$ cat src/rtl/alu_rs_pkg.sv
// Shared definitions for the integer ALU and the stations that feed it:
// work_type layout, tag/word widths, the station entry record and the
// operand wakeup helper.
package alu_rs_pkg;

  localparam int ROB_W      = 2;
  localparam int XLEN       = 32;
  localparam int WT_W       = 5;
  localparam int WT_BR_BIT  = 4;  // branch compare
  localparam int WT_SUB_BIT = 3;  // subtract / arithmetic variant
  localparam int WT_FN_W    = 3;  // function select in [2:0]

  typedef logic [ROB_W-1:0] rob_tag_t;
  typedef logic [XLEN-1:0]  word_t;
  typedef logic [WT_W-1:0]  work_type_t;

  typedef struct packed {
    logic       busy;
    work_type_t work_type;
    word_t      vj;
    word_t      vk;
    rob_tag_t   qj;
    rob_tag_t   qk;
    logic       qj_pend;
    logic       qk_pend;
    rob_tag_t   rob_id;
  } rs_entry_t;

  // One operand slot after looking at both result buses.
  typedef struct packed {
    logic  pend;
    word_t val;
  } opnd_t;

  // Assemble a work_type from its fields.
  function automatic work_type_t mk_work_type(input logic br, input logic sub,
                                              input logic [WT_FN_W-1:0] fn);
    work_type_t wt;
    wt = '0;
    wt[WT_BR_BIT] = br;
    wt[WT_SUB_BIT] = sub;
    wt[WT_FN_W-1:0] = fn;
    return wt;
  endfunction

  // Resolve a pending operand against the two result buses; the ALU bus
  // wins if both carry the same tag.
  function automatic opnd_t wake_opnd(input logic pend, input rob_tag_t q, input word_t v,
                                      input logic c0_valid, input rob_tag_t c0_tag,
                                      input word_t c0_val,
                                      input logic c1_valid, input rob_tag_t c1_tag,
                                      input word_t c1_val);
    opnd_t r;
    r.pend = pend;
    r.val  = v;
    if (pend && c0_valid && (c0_tag == q)) begin
      r.pend = 1'b0;
      r.val  = c0_val;
    end else if (pend && c1_valid && (c1_tag == q)) begin
      r.pend = 1'b0;
      r.val  = c1_val;
    end else begin
      r.pend = pend;
      r.val  = v;
    end
    return r;
  endfunction

endpackage

$ cat src/rtl/alu_rs_if.sv
// Dispatcher-side, result-bus and ALU-side signals of the ALU reservation
// station. master = the surrounding pipeline, slave = the station.
interface alu_rs_if
  import alu_rs_pkg::*;
#(
  parameter int ROB_W = 2
) ();

  logic              in_valid;
  logic [WT_W-1:0]   in_work_type;
  logic [XLEN-1:0]   in_vj;
  logic [XLEN-1:0]   in_vk;
  logic [ROB_W-1:0]  in_qj;
  logic [ROB_W-1:0]  in_qk;
  logic              in_qj_pend;
  logic              in_qk_pend;
  logic [ROB_W-1:0]  in_rob_id;
  logic              full;

  logic              cdb0_valid;
  logic [ROB_W-1:0]  cdb0_rob_id;
  logic [XLEN-1:0]   cdb0_value;
  logic              cdb1_valid;
  logic [ROB_W-1:0]  cdb1_rob_id;
  logic [XLEN-1:0]   cdb1_value;

  logic              alu_valid;
  logic [WT_W-1:0]   alu_work_type;
  logic [XLEN-1:0]   alu_r1;
  logic [XLEN-1:0]   alu_r2;
  logic [ROB_W-1:0]  alu_rob_id;

  modport master (
    output in_valid, in_work_type, in_vj, in_vk, in_qj, in_qk,
           in_qj_pend, in_qk_pend, in_rob_id,
           cdb0_valid, cdb0_rob_id, cdb0_value,
           cdb1_valid, cdb1_rob_id, cdb1_value,
    input  full, alu_valid, alu_work_type, alu_r1, alu_r2, alu_rob_id
  );

  modport slave (
    input  in_valid, in_work_type, in_vj, in_vk, in_qj, in_qk,
           in_qj_pend, in_qk_pend, in_rob_id,
           cdb0_valid, cdb0_rob_id, cdb0_value,
           cdb1_valid, cdb1_rob_id, cdb1_value,
    output full, alu_valid, alu_work_type, alu_r1, alu_r2, alu_rob_id
  );

endinterface

$ cat src/rtl/alu_rs_pick.sv
// Lowest-index priority encoder: reports whether any request bit is set
// and the index of the lowest one.
module rs_pick #(
  parameter int N     = 4,
  parameter int IDX_W = (N > 1) ? $clog2(N) : 1
) (
  input  logic [N-1:0]     i_req,
  output logic             o_found,
  output logic [IDX_W-1:0] o_idx
);

  logic             w_found;
  logic [IDX_W-1:0] w_idx;

  // Scan from the top down so the lowest set bit is the last one written.
  always_comb begin
    w_found = 1'b0;
    w_idx   = '0;
    for (int i = N - 1; i >= 0; i--) begin
      if (i_req[i]) begin
        w_found = 1'b1;
        w_idx   = IDX_W'(i);
      end else begin
        w_found = w_found;
        w_idx   = w_idx;
      end
    end
  end

  assign o_found = w_found;
  assign o_idx   = w_idx;

endmodule

$ cat src/rtl/alu_rs.sv
// Reservation station in front of the integer ALU. Holds ops until both
// operands are known, snoops the ALU and load/store result buses, and
// hands at most one ready op per cycle to the ALU through registers.
module alu_rs
  import alu_rs_pkg::*;
#(
  parameter int RS_SIZE = 4,
  parameter int ROB_W   = alu_rs_pkg::ROB_W
) (
  input  logic     clk,
  input  logic     rst,
  input  logic     rdy,
  input  logic     flush,
  alu_rs_if.slave  bus
);

  localparam int IDX_W = (RS_SIZE > 1) ? $clog2(RS_SIZE) : 1;

  rs_entry_t        r_ent [RS_SIZE];
  logic             r_alu_valid;
  work_type_t       r_alu_work_type;
  word_t            r_alu_r1;
  word_t            r_alu_r2;
  logic [ROB_W-1:0] r_alu_rob_id;

  rs_entry_t        w_nxt [RS_SIZE];
  opnd_t            w_wj  [RS_SIZE];
  opnd_t            w_wk  [RS_SIZE];
  logic [RS_SIZE-1:0] w_free;
  logic [RS_SIZE-1:0] w_ready;
  logic             w_free_found;
  logic [IDX_W-1:0] w_free_idx;
  logic             w_rdy_found;
  logic [IDX_W-1:0] w_rdy_idx;
  logic             w_issue;
  opnd_t            w_bj;
  opnd_t            w_bk;
  rs_entry_t        w_new;

  // Per-entry status and operand wakeup against both result buses.
  for (genvar g = 0; g < RS_SIZE; g++) begin : g_ent
    assign w_free[g]  = ~r_ent[g].busy;
    assign w_ready[g] = r_ent[g].busy & ~r_ent[g].qj_pend & ~r_ent[g].qk_pend;
    assign w_wj[g] = wake_opnd(r_ent[g].qj_pend, r_ent[g].qj, r_ent[g].vj,
                               bus.cdb0_valid, bus.cdb0_rob_id, bus.cdb0_value,
                               bus.cdb1_valid, bus.cdb1_rob_id, bus.cdb1_value);
    assign w_wk[g] = wake_opnd(r_ent[g].qk_pend, r_ent[g].qk, r_ent[g].vk,
                               bus.cdb0_valid, bus.cdb0_rob_id, bus.cdb0_value,
                               bus.cdb1_valid, bus.cdb1_rob_id, bus.cdb1_value);
  end

  rs_pick #(.N(RS_SIZE), .IDX_W(IDX_W)) u_pick_free (
    .i_req   (w_free),
    .o_found (w_free_found),
    .o_idx   (w_free_idx)
  );

  rs_pick #(.N(RS_SIZE), .IDX_W(IDX_W)) u_pick_ready (
    .i_req   (w_ready),
    .o_found (w_rdy_found),
    .o_idx   (w_rdy_idx)
  );

  // Full is judged on pre-edge state, so a same-cycle dispatch never
  // frees a slot for the op presented in that cycle.
  assign bus.full = ~w_free_found;
  assign w_issue  = bus.in_valid & w_free_found;

  // Incoming operands may be resolved by a result broadcast in the same cycle.
  assign w_bj = wake_opnd(bus.in_qj_pend, bus.in_qj, bus.in_vj,
                          bus.cdb0_valid, bus.cdb0_rob_id, bus.cdb0_value,
                          bus.cdb1_valid, bus.cdb1_rob_id, bus.cdb1_value);
  assign w_bk = wake_opnd(bus.in_qk_pend, bus.in_qk, bus.in_vk,
                          bus.cdb0_valid, bus.cdb0_rob_id, bus.cdb0_value,
                          bus.cdb1_valid, bus.cdb1_rob_id, bus.cdb1_value);

  // Build the entry written on issue.
  always_comb begin
    w_new           = '0;
    w_new.busy      = 1'b1;
    w_new.work_type = bus.in_work_type;
    w_new.vj        = w_bj.val;
    w_new.vk        = w_bk.val;
    w_new.qj        = bus.in_qj;
    w_new.qk        = bus.in_qk;
    w_new.qj_pend   = w_bj.pend;
    w_new.qk_pend   = w_bk.pend;
    w_new.rob_id    = bus.in_rob_id;
  end

  // Next state of every entry: wakeup, then dispatch release, then issue.
  always_comb begin
    for (int i = 0; i < RS_SIZE; i++) begin
      w_nxt[i] = r_ent[i];
      if (r_ent[i].busy) begin
        w_nxt[i].qj_pend = w_wj[i].pend;
        w_nxt[i].vj      = w_wj[i].val;
        w_nxt[i].qk_pend = w_wk[i].pend;
        w_nxt[i].vk      = w_wk[i].val;
      end else begin
        w_nxt[i].busy = 1'b0;
      end
      if (w_rdy_found && (w_rdy_idx == IDX_W'(i))) begin
        w_nxt[i].busy = 1'b0;
      end else begin
        w_nxt[i].busy = w_nxt[i].busy;
      end
      if (w_issue && (w_free_idx == IDX_W'(i))) begin
        w_nxt[i] = w_new;
      end else begin
        w_nxt[i] = w_nxt[i];
      end
    end
  end

  // Station state and ALU-facing registers; rdy low freezes everything.
  always_ff @(posedge clk) begin
    if (!rst) begin
      for (int i = 0; i < RS_SIZE; i++) begin
        r_ent[i] <= '0;
      end
      r_alu_valid     <= 1'b0;
      r_alu_work_type <= '0;
      r_alu_r1        <= '0;
      r_alu_r2        <= '0;
      r_alu_rob_id    <= '0;
    end else if (rdy) begin
      if (flush) begin
        for (int i = 0; i < RS_SIZE; i++) begin
          r_ent[i] <= '0;
        end
        r_alu_valid <= 1'b0;
      end else begin
        for (int i = 0; i < RS_SIZE; i++) begin
          r_ent[i] <= w_nxt[i];
        end
        r_alu_valid <= w_rdy_found;
        if (w_rdy_found) begin
          r_alu_work_type <= r_ent[w_rdy_idx].work_type;
          r_alu_r1        <= r_ent[w_rdy_idx].vj;
          r_alu_r2        <= r_ent[w_rdy_idx].vk;
          r_alu_rob_id    <= r_ent[w_rdy_idx].rob_id;
        end
      end
    end
  end

  assign bus.alu_valid     = r_alu_valid;
  assign bus.alu_work_type = r_alu_work_type;
  assign bus.alu_r1        = r_alu_r1;
  assign bus.alu_r2        = r_alu_r2;
  assign bus.alu_rob_id    = r_alu_rob_id;

endmodule

$ cat src/flat_wrapper.sv
// flat-port wrapper written by rule: the top's interface ports become plain ports
module alu_rs_flat import alu_rs_pkg::*;
#(
  parameter int RS_SIZE = 4,
  parameter int ROB_W   = alu_rs_pkg::ROB_W
)
  (clk, rst, rdy, flush, bus_in_valid, bus_in_work_type, bus_in_vj, bus_in_vk, bus_in_qj, bus_in_qk, bus_in_qj_pend, bus_in_qk_pend, bus_in_rob_id, bus_cdb0_valid, bus_cdb0_rob_id, bus_cdb0_value, bus_cdb1_valid, bus_cdb1_rob_id, bus_cdb1_value, bus_full, bus_alu_valid, bus_alu_work_type, bus_alu_r1, bus_alu_r2, bus_alu_rob_id);
  alu_rs_if #(.ROB_W(ROB_W)) bus_i ();
  input  logic clk;
  input  logic rst;
  input  logic rdy;
  input  logic flush;
  input wire logic [$bits(bus_i.in_valid)-1:0] bus_in_valid;
  input wire logic [$bits(bus_i.in_work_type)-1:0] bus_in_work_type;
  input wire logic [$bits(bus_i.in_vj)-1:0] bus_in_vj;
  input wire logic [$bits(bus_i.in_vk)-1:0] bus_in_vk;
  input wire logic [$bits(bus_i.in_qj)-1:0] bus_in_qj;
  input wire logic [$bits(bus_i.in_qk)-1:0] bus_in_qk;
  input wire logic [$bits(bus_i.in_qj_pend)-1:0] bus_in_qj_pend;
  input wire logic [$bits(bus_i.in_qk_pend)-1:0] bus_in_qk_pend;
  input wire logic [$bits(bus_i.in_rob_id)-1:0] bus_in_rob_id;
  input wire logic [$bits(bus_i.cdb0_valid)-1:0] bus_cdb0_valid;
  input wire logic [$bits(bus_i.cdb0_rob_id)-1:0] bus_cdb0_rob_id;
  input wire logic [$bits(bus_i.cdb0_value)-1:0] bus_cdb0_value;
  input wire logic [$bits(bus_i.cdb1_valid)-1:0] bus_cdb1_valid;
  input wire logic [$bits(bus_i.cdb1_rob_id)-1:0] bus_cdb1_rob_id;
  input wire logic [$bits(bus_i.cdb1_value)-1:0] bus_cdb1_value;
  output wire logic [$bits(bus_i.full)-1:0] bus_full;
  output wire logic [$bits(bus_i.alu_valid)-1:0] bus_alu_valid;
  output wire logic [$bits(bus_i.alu_work_type)-1:0] bus_alu_work_type;
  output wire logic [$bits(bus_i.alu_r1)-1:0] bus_alu_r1;
  output wire logic [$bits(bus_i.alu_r2)-1:0] bus_alu_r2;
  output wire logic [$bits(bus_i.alu_rob_id)-1:0] bus_alu_rob_id;
  assign bus_i.in_valid = bus_in_valid;
  assign bus_i.in_work_type = bus_in_work_type;
  assign bus_i.in_vj = bus_in_vj;
  assign bus_i.in_vk = bus_in_vk;
  assign bus_i.in_qj = bus_in_qj;
  assign bus_i.in_qk = bus_in_qk;
  assign bus_i.in_qj_pend = bus_in_qj_pend;
  assign bus_i.in_qk_pend = bus_in_qk_pend;
  assign bus_i.in_rob_id = bus_in_rob_id;
  assign bus_i.cdb0_valid = bus_cdb0_valid;
  assign bus_i.cdb0_rob_id = bus_cdb0_rob_id;
  assign bus_i.cdb0_value = bus_cdb0_value;
  assign bus_i.cdb1_valid = bus_cdb1_valid;
  assign bus_i.cdb1_rob_id = bus_cdb1_rob_id;
  assign bus_i.cdb1_value = bus_cdb1_value;
  assign bus_full = bus_i.full;
  assign bus_alu_valid = bus_i.alu_valid;
  assign bus_alu_work_type = bus_i.alu_work_type;
  assign bus_alu_r1 = bus_i.alu_r1;
  assign bus_alu_r2 = bus_i.alu_r2;
  assign bus_alu_rob_id = bus_i.alu_rob_id;
  alu_rs #(.RS_SIZE(RS_SIZE), .ROB_W(ROB_W)) u_core (.clk(clk), .rst(rst), .rdy(rdy), .flush(flush), .bus(bus_i));
endmodule
$ cat config.mk
export PLATFORM = sky130hd
export DESIGN_NAME = alu_rs_flat
export DESIGN_NICKNAME = d
export VERILOG_FILES = /design/src/rtl/alu_rs_pkg.sv /design/src/rtl/alu_rs_if.sv /design/src/rtl/alu_rs_pick.sv /design/src/rtl/alu_rs.sv /design/src/flat_wrapper.sv
export SDC_FILE = /design/constraint.sdc
export NUM_CORES = 1
export LEC_CHECK = 0
export CORE_UTILIZATION = 40
export CTS_CLUSTER_DIAMETER = 120
export DETAILED_ROUTE_END_ITERATION = 8
export GPL_TIMING_DRIVEN = 0
export PLACE_DENSITY_LB_ADDON = 0.12
export SYNTH_ARGS = -nofsm -noshare
export SYNTH_HDL_FRONTEND = slang
export SYNTH_SLANG_ARGS = --single-unit
$ cat constraint.sdc
create_clock -name clk -period 12.7 [get_ports clk]
set_input_delay 2.54 -clock clk [delete_from_list [all_inputs] [get_ports clk]]
set_output_delay 2.54 -clock clk [all_outputs]
set_load 0.05 [all_outputs]
Word-level counts from Yosys, hierarchy flattened
Memory sizes are Yosys's and may differ from the RTL's. A register that Yosys moved wholly into a read port is not among the register bits.
Cells that the tools add are included.
Storage, ports and cells
  register bits: 1
  memory bits (writable): 312
  output and inout port bits: 73
  logic and storage cells: 181
  memories kept: 1
Memories
  u_core.r_ent: depth 4, bits a word 78, rd ports 5, clocked after Yosys merged registers in 1, write ports 4, RTL line alu_rs.sv:19  | rs_entry_t r_ent [RS_SIZE];
Cells by class
  equal/unequal tests: 26
  muxes and demuxes: 74
  bitwise gates (word level): 27
  reductions and logical operators: 52
Operators by type and width (number)
  78-bit 2-to-1 mux: 12
  33-bit 2-to-1 mux: 20
  64-bit 2-to-1 mux: 4
  1-bit logical AND: 48
  2-bit equality test: 20
  1-bit 2-to-1 mux: 26
  2-bit 2-to-1 mux: 12
  1-bit NOT: 10
  1-bit bitwise AND: 9
  2-bit equality test (second input constant): 4
  1-bit bitwise OR: 8
  2-bit by 1-bit equality test with 1-bit output (second input constant): 2
  2-bit zero test: 2
  3-bit AND reduction: 1
  1-bit zero test: 1

Longest topological paths before layout
An unclocked memory read counts as a cell.
  depth in word-level cells: 13
  mapped depth: 9
  depth with buffers taken out: 6

Modules after synthesis
A second synthesis with hierarchy kept.
Second synthesis, totals
  cell total of the unflattened synthesis: 2215
  area, all modules: 23027.1 µm²
Modules (own cells, without submodules)
  alu_rs: times used 1, cells each 2201, area an instance 22957.0 µm², sequential area each 10029.6 µm²
  rs_pick: times used 2, cells each 7, area an instance 35.0 µm², sequential area each 0.0 µm²

Worst setup path after synthesis
OpenSTA, ideal clock, no wires.
  path type: in2reg
  start point: input port bus_cdb0_rob_id[0]
  end point: memory u_core.r_ent[3][3] in the netlist's numbering (enable)
  setup time: 443 ps
  arrival: 5387 ps
  required time: 12257 ps
  slack: 6869 ps
  stages on the path: 7
  cells stage by stage: buf_6 > xor2_1 > nor3_1 > buf_2 > buf_1 > o21ai_0 > a31oi_1
RTL lines
  start: declaration: RTL line flat_wrapper.sv:23  | input wire logic [$bits(bus_i.cdb0_rob_id)-1:0] bus_cdb0_rob_id;
  end: declaration: RTL line alu_rs.sv:19

==> impl_metrics.yaml <==
outcome:
  status: "finished with violations"
  violations: "capacitance limit"
place:
  portBuffers: 174
  hpwl_um: 84400
  globalplace.congestion: 0.988
clocking:
  cts_max_level: 2
  root_buffer: "clkbuf_16"
  ctsHoldBuffers: 0
  tritoncts: "yes"
  clk_pin_slew_ps: 60
  clock_latency_ps: 620
  cts.sinks: 384
  cts_setup_buffers: 0
  cts_buffer_depth: 3
  cts_buffers: 46
  post_cts_resize_count: 0
run:
  drv_cap: 1
logic_synthesis:
  ys_warn_count: 0
  syn_area_um2: 23600
  ys.flop_type: "edfxtp_1"
  avgSynthCellArea_um2: 9.42
  yosysUniqueCellTypes: 64
  synth_seq_cells: 384
  synth_nets: 2658
  syn_inst: 2506
  ys_seq_area_frac: 0.425
  synth_edf_count: 234
  async_flop_share: 0
min_path:
  hold_path_class: "flop to flop"
sta:
  clock.fmax_ghz: 0.163
  fin_hold_ws_ps: 477
  hold_viol: 0
  post-route-min-period_ps: 6130
  rsz0062_at_grt: "no"
  fin_skew_ps: 18.7
  setup_viol: 0
  period_share: 0.483
  slew_headroom: 0.00793
  fin_tns_setup_ps: 0
  maxSlewViolCount: 0
  tightest_slew_ps: 1480
global_route:
  track_usage: 0.376
  antenna_found_initial: 6
  grt_pass1_wl_um: 162000
  grt_overflow: 0
  grt_pass1_vias: 22700
  grt_max_degree: 22
routing:
  wl_per_cell_um: 32.6
  first_pass_iters: 6
  drc_errors: 0
  vias: 23700
  via_per_inst: 6.69
  routed_wirelength_um: 115000
  drt-initial-drc-count: 3101
  ant_nets: 0
floorplanning:
  die_h_um: 245
  start_util: 0.407
  fp-row-count: 88
  io_pins: 225
  die_w_um: 245
  dieArea_um2: 60000
  core_area_um2: 58000
layout:
  final_cell_mix: "edfxtp_1 (234), clkbuf_1 (203), o21ai_0 (193), mux2i_1 (193)"
  final_common_cell: "edfxtp_1"
  drive_above_1_share: 0.101
  num-fill-cells: 5520
  syn_to_final_growth_pct: 19.1
  finalNetCount: 2887
setup_path:
  crit_path_end_kind: "flop"
  required_ps: 13000
  arrival_ps: 6430
  worst-setup-path-type: "input port to flop"
  cp_max_fo: 20
  setup.worst_path.start_class: "input port"
pwr:
  p_leak_nw: 9.38
  p_per_area_nw_per_um2: 128
  ir_drop_v: 0.0000940
[cell families after synthesis]
family / count (synthesis) / share of synthesized area
xor+xnor: 44 / 0.0205
mux: 211 / 0.0904
flops: 384 / 0.425
simple gates: 542 / 0.113
compound gates: 951 / 0.284
buf+inv: 374 / 0.0683
[per-layer routing]
metal | up-vias | global-route usage | share of wire
li1 | 10100 | - | -
met2 | 1541 | 0.580 | 0.44
met5 | - | 0 | 0.00027
met4 | 4 | 0.165 | 0.047
met1 | 11700 | 0.493 | 0.40
met3 | 311 | 0.0976 | 0.11
[cell usage after synthesis, types with 28 or more instances]
cell type,number,area (um^2)
a31oi_1,77,482
a211oi_1,174,1310
edfxtp_1,234,7030
mux2i_1,193,1930
dfxtp_1,150,3000
clkbuf_1,192,721
buf_2,73,365
xor2_1,28,245
a21o_1,72,541
nand3_1,80,400
o221ai_1,71,622
buf_1,39,146
o22ai_1,46,288
nor2_1,143,537
nor4_1,41,257
inv_1,46,173
and3_1,35,219
nand2_1,138,518
o21ai_1,28,140
o21ai_0,193,966
a31oi_2,32,400
nand4_1,41,257
a22oi_1,52,390
o31ai_1,96,721
a21oi_1,71,355
[worst max-delay path: stages]
cell and delay [ps]:
clkdlybuf4s50_1 560, buf_2 300, nand2_1 80, nor3_1 540, buf_2 330, buf_1 790
o21ai_0 350, a21oi_4 620, buf_12 260
[through the flow]
stage           util  cell area [um^2]  total power [mW]  cells  setup WS [ps]
2_1_floorplan      -             23600              1.88   2506           6870
3_3_place_gp   0.453             26300              2.17   3445           3540
3_5_place_dp   0.457             26500              2.19   3452           6080
4_1_cts        0.485             28100              3.58   3538           6720
5_1_grt        0.485             28100              3.69   3538           6570
6_report       0.485             28100              3.61   3540           6570
[worst paths after layout]
path,cells past startpoint,startpoint,slack (ps),end
min,2,u_core.r_ent[2][61],480,u_core.r_ent[2][61]
max,9,bus_cdb0_valid,6570,u_core.r_ent[1][58]
max reg2reg,7,u_core.r_ent[1][6],8850,u_core.r_ent[1][58]
min reg2reg,2,u_core.r_ent[2][61],480,u_core.r_ent[2][61]
[sequential cells by signal, summed over array words and instances (netlist names)]
register / cells
u_core.bus.alu_work_type: 5
u_core.bus.alu_rob_id: 2
u_core.r_ent: 312
u_core.bus.alu_r1: 32
u_core.bus.alu_r2: 32
u_core.bus.alu_valid: 1
[power breakdown]
part	switching (mW)	leakage, nW	internal, mW
logic	0.509	4.85	0.222
clock network	0.581	0.775	0.839
registers	0.0412	3.76	1.42
total	1.13	9.38	2.48
[area by class of cell]
| class | count | area (um^2) | share of cell area |
|---|---|---|---|
| Sequential cell | 384 | 10000 | 0.357 |
| Buffer | 327 | 1440 | 0.0511 |
| Inverter | 47 | 176 | 0.00627 |
| Multi-Input combinational cell | 1748 | 12000 | 0.428 |
| Antenna cell | 2 | 5.00 | 0.000178 |
| Timing Repair Buffer | 181 | 1900 | 0.0677 |
| Clock buffer | 62 | 1290 | 0.0460 |
| Clock inverter | 24 | 280 | 0.00997 |
| Tap cell | 765 | 957 | 0.0340 |
(Power assumes the default switching activity.)
